[config.mk]
export PLATFORM = sky130hd
export DESIGN_NAME = dmem_arbiter_flat
export DESIGN_NICKNAME = d
export VERILOG_FILES = /design/src/rtl/dmem_arbiter_if.sv /design/src/rtl/dmem_arbiter.sv /design/src/flat_wrapper.sv
export SDC_FILE = /design/constraint.sdc
export NUM_CORES = 1
export LEC_CHECK = 0
export BUFFER_PORTS_ARGS = -buffer_cell sky130_fd_sc_hd__buf_4
export CORE_AREA = 2 2 115 117
export CTS_CLUSTER_DIAMETER = 80
export DETAILED_ROUTE_END_ITERATION = 10
export DIE_AREA = 0 0 117 119
export HOLD_SLACK_MARGIN = 0.03
export PLACE_DENSITY = 0.77
export SLEW_MARGIN = 20
export SYNTH_ARGS = -nofsm -noshare
export SYNTH_HDL_FRONTEND = slang
export SYNTH_SLANG_ARGS = --single-unit
[constraint.sdc]
create_clock -name clk -period 12.46 [get_ports clk]
set_input_delay 3.115 -clock clk [delete_from_list [all_inputs] [get_ports clk]]
set_output_delay 3.115 -clock clk [all_outputs]
set_load 0.01 [all_outputs]
[src/rtl/dmem_arbiter_if.sv]
`default_nettype none
// ============================================================================
// Module   : dmem_arbiter_if
// Purpose  : Requester-side bundle of the data-memory arbiter (one per master).
// Revision : 1.0 - initial release
// ============================================================================
interface dmem_arbiter_if #(
    parameter int ADDR_W = 32,
    parameter int DATA_W = 32
);
    logic              req;
    logic              we;
    logic [ADDR_W-1:0] addr;
    logic [DATA_W-1:0] wdata;
    logic              gnt;
    logic              rvalid;
    logic [DATA_W-1:0] rdata;

    modport master (output req, we, addr, wdata, input gnt, rvalid, rdata);
    modport slave  (input req, we, addr, wdata, output gnt, rvalid, rdata);
endinterface
`default_nettype wire

[src/rtl/dmem_arbiter.sv]
`default_nettype none
// ============================================================================
// Module   : dmem_arbiter
// Purpose  : Shares one BRAM port between two masters, one access in flight.
// Revision : 1.0 - initial release
// ============================================================================
module dmem_arbiter #(
    parameter int ADDR_W     = 32,
    parameter int DATA_W     = 32,
    parameter int RD_LAT     = 2,
    parameter int FIXED_PRIO = 0
) (
    input  wire logic              clk,
    input  wire logic              rst,
    dmem_arbiter_if.slave          m0,
    dmem_arbiter_if.slave          m1,
    output logic [ADDR_W-1:0]      mem_addr,
    output logic [DATA_W-1:0]      mem_wdata,
    output logic                   mem_we,
    input  wire logic [DATA_W-1:0] mem_rdata,
    output logic                   busy
);
    localparam int              CNT_W = $clog2(RD_LAT + 1);
    localparam logic [CNT_W-1:0] c_LAT = CNT_W'(RD_LAT);

    typedef enum logic [1:0] {
        S_IDLE = 2'd0,
        S_WR   = 2'd1,
        S_RD   = 2'd2
    } state_t;

    state_t            r_state;
    state_t            w_state_next;
    logic              r_last_m1;
    logic              r_owner;
    logic [CNT_W-1:0]  r_cnt;
    logic [ADDR_W-1:0] r_mem_addr;
    logic [DATA_W-1:0] r_mem_wdata;
    logic              r_mem_we;
    logic              r_gnt0;
    logic              r_gnt1;
    logic              r_rvalid0;
    logic              r_rvalid1;
    logic [DATA_W-1:0] r_rdata0;
    logic [DATA_W-1:0] r_rdata1;

    logic              w_any;
    logic              w_pick_m1;
    logic              w_issue;
    logic              w_rd_done;
    logic              w_win_we;
    logic [ADDR_W-1:0] w_win_addr;
    logic [DATA_W-1:0] w_win_wdata;

    always_ff @(posedge clk or posedge rst) begin
        if (rst) begin
            r_state <= S_IDLE;
        end else begin
            r_state <= w_state_next;
        end
    end

    always_comb begin
        w_any        = m0.req | m1.req;
        w_pick_m1    = 1'b0;
        w_state_next = r_state;
        // Tie-break: fixed mode favours m0, otherwise whoever was not granted last.
        if (m1.req && !m0.req) begin
            w_pick_m1 = 1'b1;
        end else if (m0.req && m1.req && (FIXED_PRIO == 0)) begin
            w_pick_m1 = ~r_last_m1;
        end
        w_win_we    = w_pick_m1 ? m1.we    : m0.we;
        w_win_addr  = w_pick_m1 ? m1.addr  : m0.addr;
        w_win_wdata = w_pick_m1 ? m1.wdata : m0.wdata;
        w_issue     = (r_state == S_IDLE) && w_any;
        w_rd_done   = (r_state == S_RD) && (r_cnt == c_LAT);

        case (r_state)
            S_IDLE: begin
                if (w_any) begin
                    w_state_next = w_win_we ? S_WR : S_RD;
                end
            end
            S_WR: begin
                w_state_next = S_IDLE;
            end
            S_RD: begin
                if (w_rd_done) begin
                    w_state_next = S_IDLE;
                end
            end
            default: begin
                w_state_next = S_IDLE;
            end
        endcase
    end

    always_ff @(posedge clk or posedge rst) begin
        if (rst) begin
            r_last_m1   <= 1'b1;
            r_owner     <= 1'b0;
            r_cnt       <= '0;
            r_mem_addr  <= '0;
            r_mem_wdata <= '0;
            r_mem_we    <= 1'b0;
            r_gnt0      <= 1'b0;
            r_gnt1      <= 1'b0;
            r_rvalid0   <= 1'b0;
            r_rvalid1   <= 1'b0;
            r_rdata0    <= '0;
            r_rdata1    <= '0;
        end else begin
            r_gnt0    <= 1'b0;
            r_gnt1    <= 1'b0;
            r_rvalid0 <= 1'b0;
            r_rvalid1 <= 1'b0;
            r_mem_we  <= 1'b0;

            if (w_issue) begin
                r_mem_addr  <= w_win_addr;
                r_mem_wdata <= w_win_wdata;
                r_mem_we    <= w_win_we;
                r_owner     <= w_pick_m1;
                r_last_m1   <= w_pick_m1;
                r_gnt0      <= ~w_pick_m1;
                r_gnt1      <= w_pick_m1;
                r_cnt       <= '0;
            end

            if ((r_state == S_RD) && !w_rd_done) begin
                r_cnt <= r_cnt + CNT_W'(1);
            end

            // Only the owner's read register moves; the other master's data is untouched.
            if (w_rd_done) begin
                if (r_owner) begin
                    r_rdata1  <= mem_rdata;
                    r_rvalid1 <= 1'b1;
                end else begin
                    r_rdata0  <= mem_rdata;
                    r_rvalid0 <= 1'b1;
                end
            end
        end
    end

    assign mem_addr  = r_mem_addr;
    assign mem_wdata = r_mem_wdata;
    assign mem_we    = r_mem_we;
    assign busy      = (r_state != S_IDLE);

    assign m0.gnt    = r_gnt0;
    assign m0.rvalid = r_rvalid0;
    assign m0.rdata  = r_rdata0;
    assign m1.gnt    = r_gnt1;
    assign m1.rvalid = r_rvalid1;
    assign m1.rdata  = r_rdata1;
endmodule
`default_nettype wire

[src/flat_wrapper.sv]
// flat-port wrapper written by rule: the top's interface ports become plain ports
module dmem_arbiter_flat 
#(
    parameter int ADDR_W     = 32,
    parameter int DATA_W     = 32,
    parameter int RD_LAT     = 2,
    parameter int FIXED_PRIO = 0
)
  (clk, rst, mem_addr, mem_wdata, mem_we, mem_rdata, busy, m0_req, m0_we, m0_addr, m0_wdata, m0_gnt, m0_rvalid, m0_rdata, m1_req, m1_we, m1_addr, m1_wdata, m1_gnt, m1_rvalid, m1_rdata);
  dmem_arbiter_if #(.ADDR_W(ADDR_W), .DATA_W(DATA_W)) m0_i ();
  dmem_arbiter_if #(.ADDR_W(ADDR_W), .DATA_W(DATA_W)) m1_i ();
  input  wire logic clk;
  input  wire logic rst;
  output logic [ADDR_W-1:0] mem_addr;
  output logic [DATA_W-1:0] mem_wdata;
  output logic mem_we;
  input  wire logic [DATA_W-1:0] mem_rdata;
  output logic busy;
  input wire logic [$bits(m0_i.req)-1:0] m0_req;
  input wire logic [$bits(m0_i.we)-1:0] m0_we;
  input wire logic [$bits(m0_i.addr)-1:0] m0_addr;
  input wire logic [$bits(m0_i.wdata)-1:0] m0_wdata;
  output wire logic [$bits(m0_i.gnt)-1:0] m0_gnt;
  output wire logic [$bits(m0_i.rvalid)-1:0] m0_rvalid;
  output wire logic [$bits(m0_i.rdata)-1:0] m0_rdata;
  input wire logic [$bits(m1_i.req)-1:0] m1_req;
  input wire logic [$bits(m1_i.we)-1:0] m1_we;
  input wire logic [$bits(m1_i.addr)-1:0] m1_addr;
  input wire logic [$bits(m1_i.wdata)-1:0] m1_wdata;
  output wire logic [$bits(m1_i.gnt)-1:0] m1_gnt;
  output wire logic [$bits(m1_i.rvalid)-1:0] m1_rvalid;
  output wire logic [$bits(m1_i.rdata)-1:0] m1_rdata;
  assign m0_i.req = m0_req;
  assign m0_i.we = m0_we;
  assign m0_i.addr = m0_addr;
  assign m0_i.wdata = m0_wdata;
  assign m0_gnt = m0_i.gnt;
  assign m0_rvalid = m0_i.rvalid;
  assign m0_rdata = m0_i.rdata;
  assign m1_i.req = m1_req;
  assign m1_i.we = m1_we;
  assign m1_i.addr = m1_addr;
  assign m1_i.wdata = m1_wdata;
  assign m1_gnt = m1_i.gnt;
  assign m1_rvalid = m1_i.rvalid;
  assign m1_rdata = m1_i.rdata;
  dmem_arbiter #(.ADDR_W(ADDR_W), .DATA_W(DATA_W), .RD_LAT(RD_LAT), .FIXED_PRIO(FIXED_PRIO)) u_core (.clk(clk), .rst(rst), .m0(m0_i), .m1(m1_i), .mem_addr(mem_addr), .mem_wdata(mem_wdata), .mem_we(mem_we), .mem_rdata(mem_rdata), .busy(busy));
endmodule
==> results of run 1 <==
[state kept, by name (all words and copies together), names as in the netlist]
signal / count
u_core.mem_we: 1
u_core.mem_wdata: 32
u_core.m1.gnt: 1
u_core.r_state: 2
u_core.m1.rvalid: 1
u_core.m0.rdata: 32
u_core.m0.gnt: 1
u_core.mem_addr: 32
u_core.r_last_m1: 1
u_core.m1.rdata: 32
u_core.m0.rvalid: 1
u_core.r_owner: 1
u_core.r_cnt: 2
[metal layers]
| layer | GRT usage (%) | part of all wire (%) | wire [microns] | vias up |
|---|---|---|---|---|
| li1 | - | - | - | 2095 |
| met1 | 26.90 | 38 | 6071 | 2231 |
| met2 | 37.68 | 50 | 7933 | 237 |
| met3 | 8.295 | 10 | 1594 | 25 |
| met4 | 7.647 | 2.0 | 325 | 0 |
| met5 | 0 | 0 | 0 | - |
[path summary, 6_finish.rpt]
path | startpoint | to | slack [ns] | cells past startpoint
setup / recovery | u_core.r_state[1] | busy | 7.83 | 3
hold / removal | u_core.r_cnt[0] | u_core.r_cnt[0] | 0.50 | 1
setup reg to reg | u_core.r_state[1] | u_core.mem_wdata[8] | 10.53 | 4
hold reg to reg | u_core.r_cnt[0] | u_core.r_cnt[0] | 0.50 | 1
max in group asynchronous | rst | u_core.r_cnt[1] | 8.36 | 3
min in group asynchronous | rst | u_core.m1.rdata[29] | 2.80 | 2
[cells in the mapped netlist (2+ instances only)]
master    count  share of area (%)
a221o_1      64                 11
a21o_1        2               0.27
buf_6         5                1.0
mux2_2       64                 13
o21ai_0       2               0.18
inv_1         4               0.27
nor2_1        4               0.27
buf_2        14                1.2
o211ai_1      2               0.27
and3_1       65                7.2
clkbuf_2      2               0.18
buf_4         3               0.40
dfrtp_1     138                 61
clkbuf_1     11               0.73
[layout make-up]
| cell class | count | area share [%] |
|---|---|---|
| inverters | 4 | 0.2332 |
| clock inverters | 14 | 2.128 |
| clock buffers | 18 | 5.000 |
| multi-input cells | 214 | 22.71 |
| flip-flops and latches | 139 | 40.54 |
| well taps | 176 | 2.566 |
| repair buffers | 305 | 26.82 |
[logic make-up after synthesis]
group	Yosys count	synth area share [%]
flip-flops	139	61.87
AND/OR/NAND/NOR	75	8.454
buffers and inverters	39	3.826
AO/OA/AOI/OAI	73	12.64
multiplexers	65	12.99
adder cells (fa/ha/maj)	1	0.2224
[critical path, stage by stage (launching register included)]
cell and delay [ns]:
dfrtp_1 0.42, nor2_4 0.36, inv_1 0.15, buf_4 0.18
[where the power goes]
group          internal [W]  switching, W
combinational      0.000516      0.000403
sequential         0.000675      0.000134
clock              0.000320      0.000203
total               0.00151      0.000739
[metrics by stage]
stage | std cells | area (sq um) | total power (W)
6_report | 870 | 8583 | 0.002249
5_1_grt | 870 | 8583 | 0.002369
4_1_cts | 869 | 8559 | 0.002259
3_5_place_dp | 837 | 7948 | 0.001733
3_3_place_gp | 837 | 7948 | 0.001698
2_1_floorplan | 392 | 5624 | 0.001256
==> impl_metrics.toml, run 1 <==
[synthesis]
synth_area_sq_um = 5624
yosysUniqueCellTypes = 26
synth-edff-count = 0
yosysSeqAreaShare_pct = 61.87
synthCells = 392
ys_ff_latch = 139
synthArstFlopShare_pct = 100.0
ys.flop_type = "dfrtp_1"
ys_warn_count = 0
synth_nets = 559
avgSynthCellArea_sq_um = 14.35

[routing]
wl_microns = 15930
via_per_inst = 5.274
drt-wirelength-per-cell_microns = 18.30
dr.pass1.iters = 4
drt_iter0_markers = 288
dr_total_vias = 4588
drc_errors = 0
antenna_left = 0

[placement]
gp_routability_congestion = 0.8109
dp_hpwl_microns = 11550
dp_slack_ns = 7.551
io_buffer_count = 299

[finish]
most-common-layout-cells = "304 x buf_4, 138 x dfrtp_1, 64 x and3_1, 64 x a221o_1, 64 x mux2_2"
antenna_cells = 0
fill_cells = 989
drive_above_1_share_pct = 58.65
multiInputGateArea_sq_um = 1949
final_common_cell = "buf_4"
area_growth_pct = 52.61
layout.nets = 848
fin_util_pct = 66.67
seqCellArea_sq_um = 3480

[worst_setup_path]
cp.required_ns = 9.34
cp-end-kind = "output pin"
critPathMaxFanout = 17
crit_arrival_ns = 1.52
critPathLaunchType = "flip-flop"
path_class = "reg -> out"

[status]
status = "completed"

[floorplanning]
die_w_microns = 117
io_pins = 300
rows = 42
dieHeight_microns = 119
initial_core_util_pct = 43.68
die_area_sq_um = 13920
core_area_sq_um = 12870

[cts]
cts_resized = 0
cts_buffer_depth = 2
post_cts_buffers = 0
insertion_delay_ns = 0.41
cts_tree = "built"
path_clk_slew_ns = 0.06
numCtsBuffers = 17
htree_levels = 4
cts-hold-fix-buffers = 0
clock-sinks = 139
root_buffer = "clkbuf_16"

[sta]
max_freq_ghz = 0.2158
worst_slack_ns = 7.827
finalCritPeriodShare_pct = 37.18
period_needed_ns = 4.633
maxSlewViolCount = 0
relSlewSlack_pct = 43.74
setup_viol = 0
holdWs_ns = 0.4980
finalClockSkew_ns = 0.01102
fin_setup_tns_ns = 0
rsz0062_at_grt = "false"
worst_pin_slew_ns = 0.8440
finalHoldViolCount = 0

[grt]
grt_pass1_vias = 4617
grt_pass1_wl_microns = 24090
grt_antenna_before_repair = 0
grt_use_total_pct = 22.62
grt_max_degree = 74
overflow = 0

[power_and_ir_drop]
worst_ir_drop_vdd_uv = 108.4
power_density_nw_per_um2 = 262.1
power.leakage_nw = 4.388

[min_path]
hold_path.class = "reg -> reg"

[job]
drv_cap = 0
No activity file was read; power rests on OpenSTA's default activity.
==> inputs of run 2 (changes only) <==
- CORE_AREA: 2 2 115 117 -> default
- CORE_MARGIN: default -> 2
- CORE_UTILIZATION: default -> 45
- DIE_AREA: 0 0 117 119 -> default
- PLACE_DENSITY: 0.77 -> 0.78
- clock period: 12.46 -> 4.3 ns (I/O delays scaled with it)
==> impl_metrics.toml, run 2 (synthesis results as in run 1) <==
[worst_setup_path]
cp.required_ns = 3.22
critPathLaunchType = "flip-flop"
cp-end-kind = "output pin"
path_class = "reg -> out"
cp_top_family = "flip-flops"
r2r-end = "u_core.mem_wdata[12]"
ff2ff_setup_slack_ns = 2.09
path_cells = "nor2_4 > inv_1 > buf_4"
slowest_delay_ns = 0.43
path_buf_inv = 2
worst-path-stages = 3
crit_arrival_ns = 1.50
crit_path_top_delay_cell = "dfrtp_1"
reg2reg_depth = 4
cp-endpoint = "busy"
startpoint = "u_core.r_state[1]"
critPathMaxFanout = 16
r2r_start = "u_core.r_state[1]"

[finish]
final_cells = 864
antenna_cells = 0
drive_above_1_share_pct = 58.91
area_growth_pct = 52.79
most-common-layout-cells = "306 x buf_4, 138 x dfrtp_1, 64 x and3_1, 64 x a221o_1, 64 x mux2_2"
final_common_cell = "buf_4"
layout.nets = 850

[routing]
wl_met2_microns = 7990
routed.top_layer = "met4"
wl_microns = 15960
wl_met3_microns = 1396
drc_errors = 0
drt_iter0_markers = 292
via_per_inst = 5.309
dr.pass1.iters = 4
drt-met1-wl_microns = 5985
dr_total_vias = 4587
antenna_left = 0
drt-wirelength-per-cell_microns = 18.47

[cts]
path_clk_slew_ns = 0.05
numCtsBuffers = 17
root_buffer = "clkbuf_16"
cts_tree = "built"
cts_resized = 0
cts_buffer_depth = 2
htree_levels = 4
insertion_delay_ns = 0.42
cts-hold-fix-buffers = 0
post_cts_buffers = 0
clock-sinks = 139

[grt]
overflow = 0
grt_max_degree = 83
grt_pass1_vias = 4540
grt_antenna_before_repair = 0
grt_use_total_pct = 23.33
grt_pass1_wl_microns = 23600

[sta]
setup_viol = 0
finalCritPeriodShare_pct = 59.81
period_needed_ns = 2.572
relSlewSlack_pct = 45.54
max_freq_ghz = 0.3888
maxSlewViolCount = 0
fin_setup_tns_ns = 0
worst_pin_slew_ns = 0.8148
finalClockSkew_ns = 0.007330
finalHoldViolCount = 0
rsz0062_at_grt = "false"

[job]
drv_cap = 0

[power_and_ir_drop]
power_switching_w = 0.002084
power_density_nw_per_um2 = 755.9
worst_ir_drop_vdd_uv = 337.0
internal_power_w = 0.004411
power.leakage_nw = 4.402
clkPwrFrac_pct = 23.1
power_frac_seq_pct = 36.0
swShare_pct = 32.09
power_frac_comb_pct = 40.9

[min_path]
hp-start = "u_core.m1.rdata[1]"
hold_path.class = "reg -> reg"

[placement]
dp.cells = 832
gp_routability_congestion = 0.7978
dp_hpwl_microns = 11930
io_buffer_count = 299

[floorplanning]
dieHeight_microns = 115.8
core_area_sq_um = 12110
die_area_sq_um = 13410
initial_core_util_pct = 46.44
io_pins = 300
rows = 40
die_w_microns = 115.8

[status]
status = "completed"
## run 2: changes by cell type in the layout (fill, tap and decap cells not counted), moves of 2 or more
cell,change
buf_4,+2
clkinv_2,+3
clkinvlp_4,+2
inv_6,-6
clkbuf_8,+4
## run 2: final cells by class
type                            instances  area, sq um
Clock inverter                         11        141.4
Multi-Input combinational cell        214         1946
Inverter                                4        18.77
Clock buffer                           21        480.5
Sequential cell                       139         3480
Tap cell                              168        210.2
Fill cell                             871         3518
Timing Repair Buffer                  307         2317
## run 2: how the worst min path moves through the flow
stage | to | cells past startpoint
5_1_grt | u_core.m0.rdata[26] | 1
4_1_cts | u_core.m1.rdata[21] | 1
3_5_place_dp | u_core.m1.rdata[5] | 1
3_3_place_gp | u_core.r_cnt[0] | 1
6_report | u_core.m1.rdata[1] | 1
2_1_floorplan | u_core.r_cnt[0] | 1
## run 2: worst register-to-register path, stage by stage (launching register included)
cell and delay (ns):
dfrtp_1 0.43, nor2_4 0.33, and3_2 0.75, buf_4 0.43
a221o_1 0.21
## run 2: layer usage
| metal | GRT usage [%] | up-vias |
|---|---|---|
| met5 | 0 | - |
| met4 | 12.22 | 0 |
| met2 | 39.26 | 241 |
| li1 | - | 2093 |
| met1 | 26.79 | 2214 |
| met3 | 7.322 | 39 |
## run 2: stage by stage
| step | area (sq um) | power (W) | utilization (%) | hold WS, ns | setup slack (ns) |
|---|---|---|---|---|---|
| detailed placement | 7971 | 0.005032 | 65.82 | 0.4965 | 1.647 |
| CTS | 8593 | 0.006544 | 70.95 | 0.5091 | 1.722 |
| global route | 8593 | 0.006834 | 70.95 | 0.5142 | 1.655 |
| global placement | 7971 | 0.004941 | 65.82 | 0.4821 | 1.686 |
| floorplan | 5628 | 0.003641 | - | 0.4578 | 1.491 |
| finish | 8593 | 0.006495 | 70.95 | 0.5039 | 1.728 |
## run 2: power by group through the flow
| stage | registers (W) | logic (W) | clock network [W] |
|---|---|---|---|
| CTS | 0.00233 | 0.00268 | 0.00153 |
| global placement | 0.00231 | 0.00263 | 0 |
| floorplan | 0.00257 | 0.00107 | 0 |
| finish | 0.00234 | 0.00266 | 0.00150 |
| global route | 0.00240 | 0.00285 | 0.00158 |
| detailed placement | 0.00235 | 0.00269 | 0 |
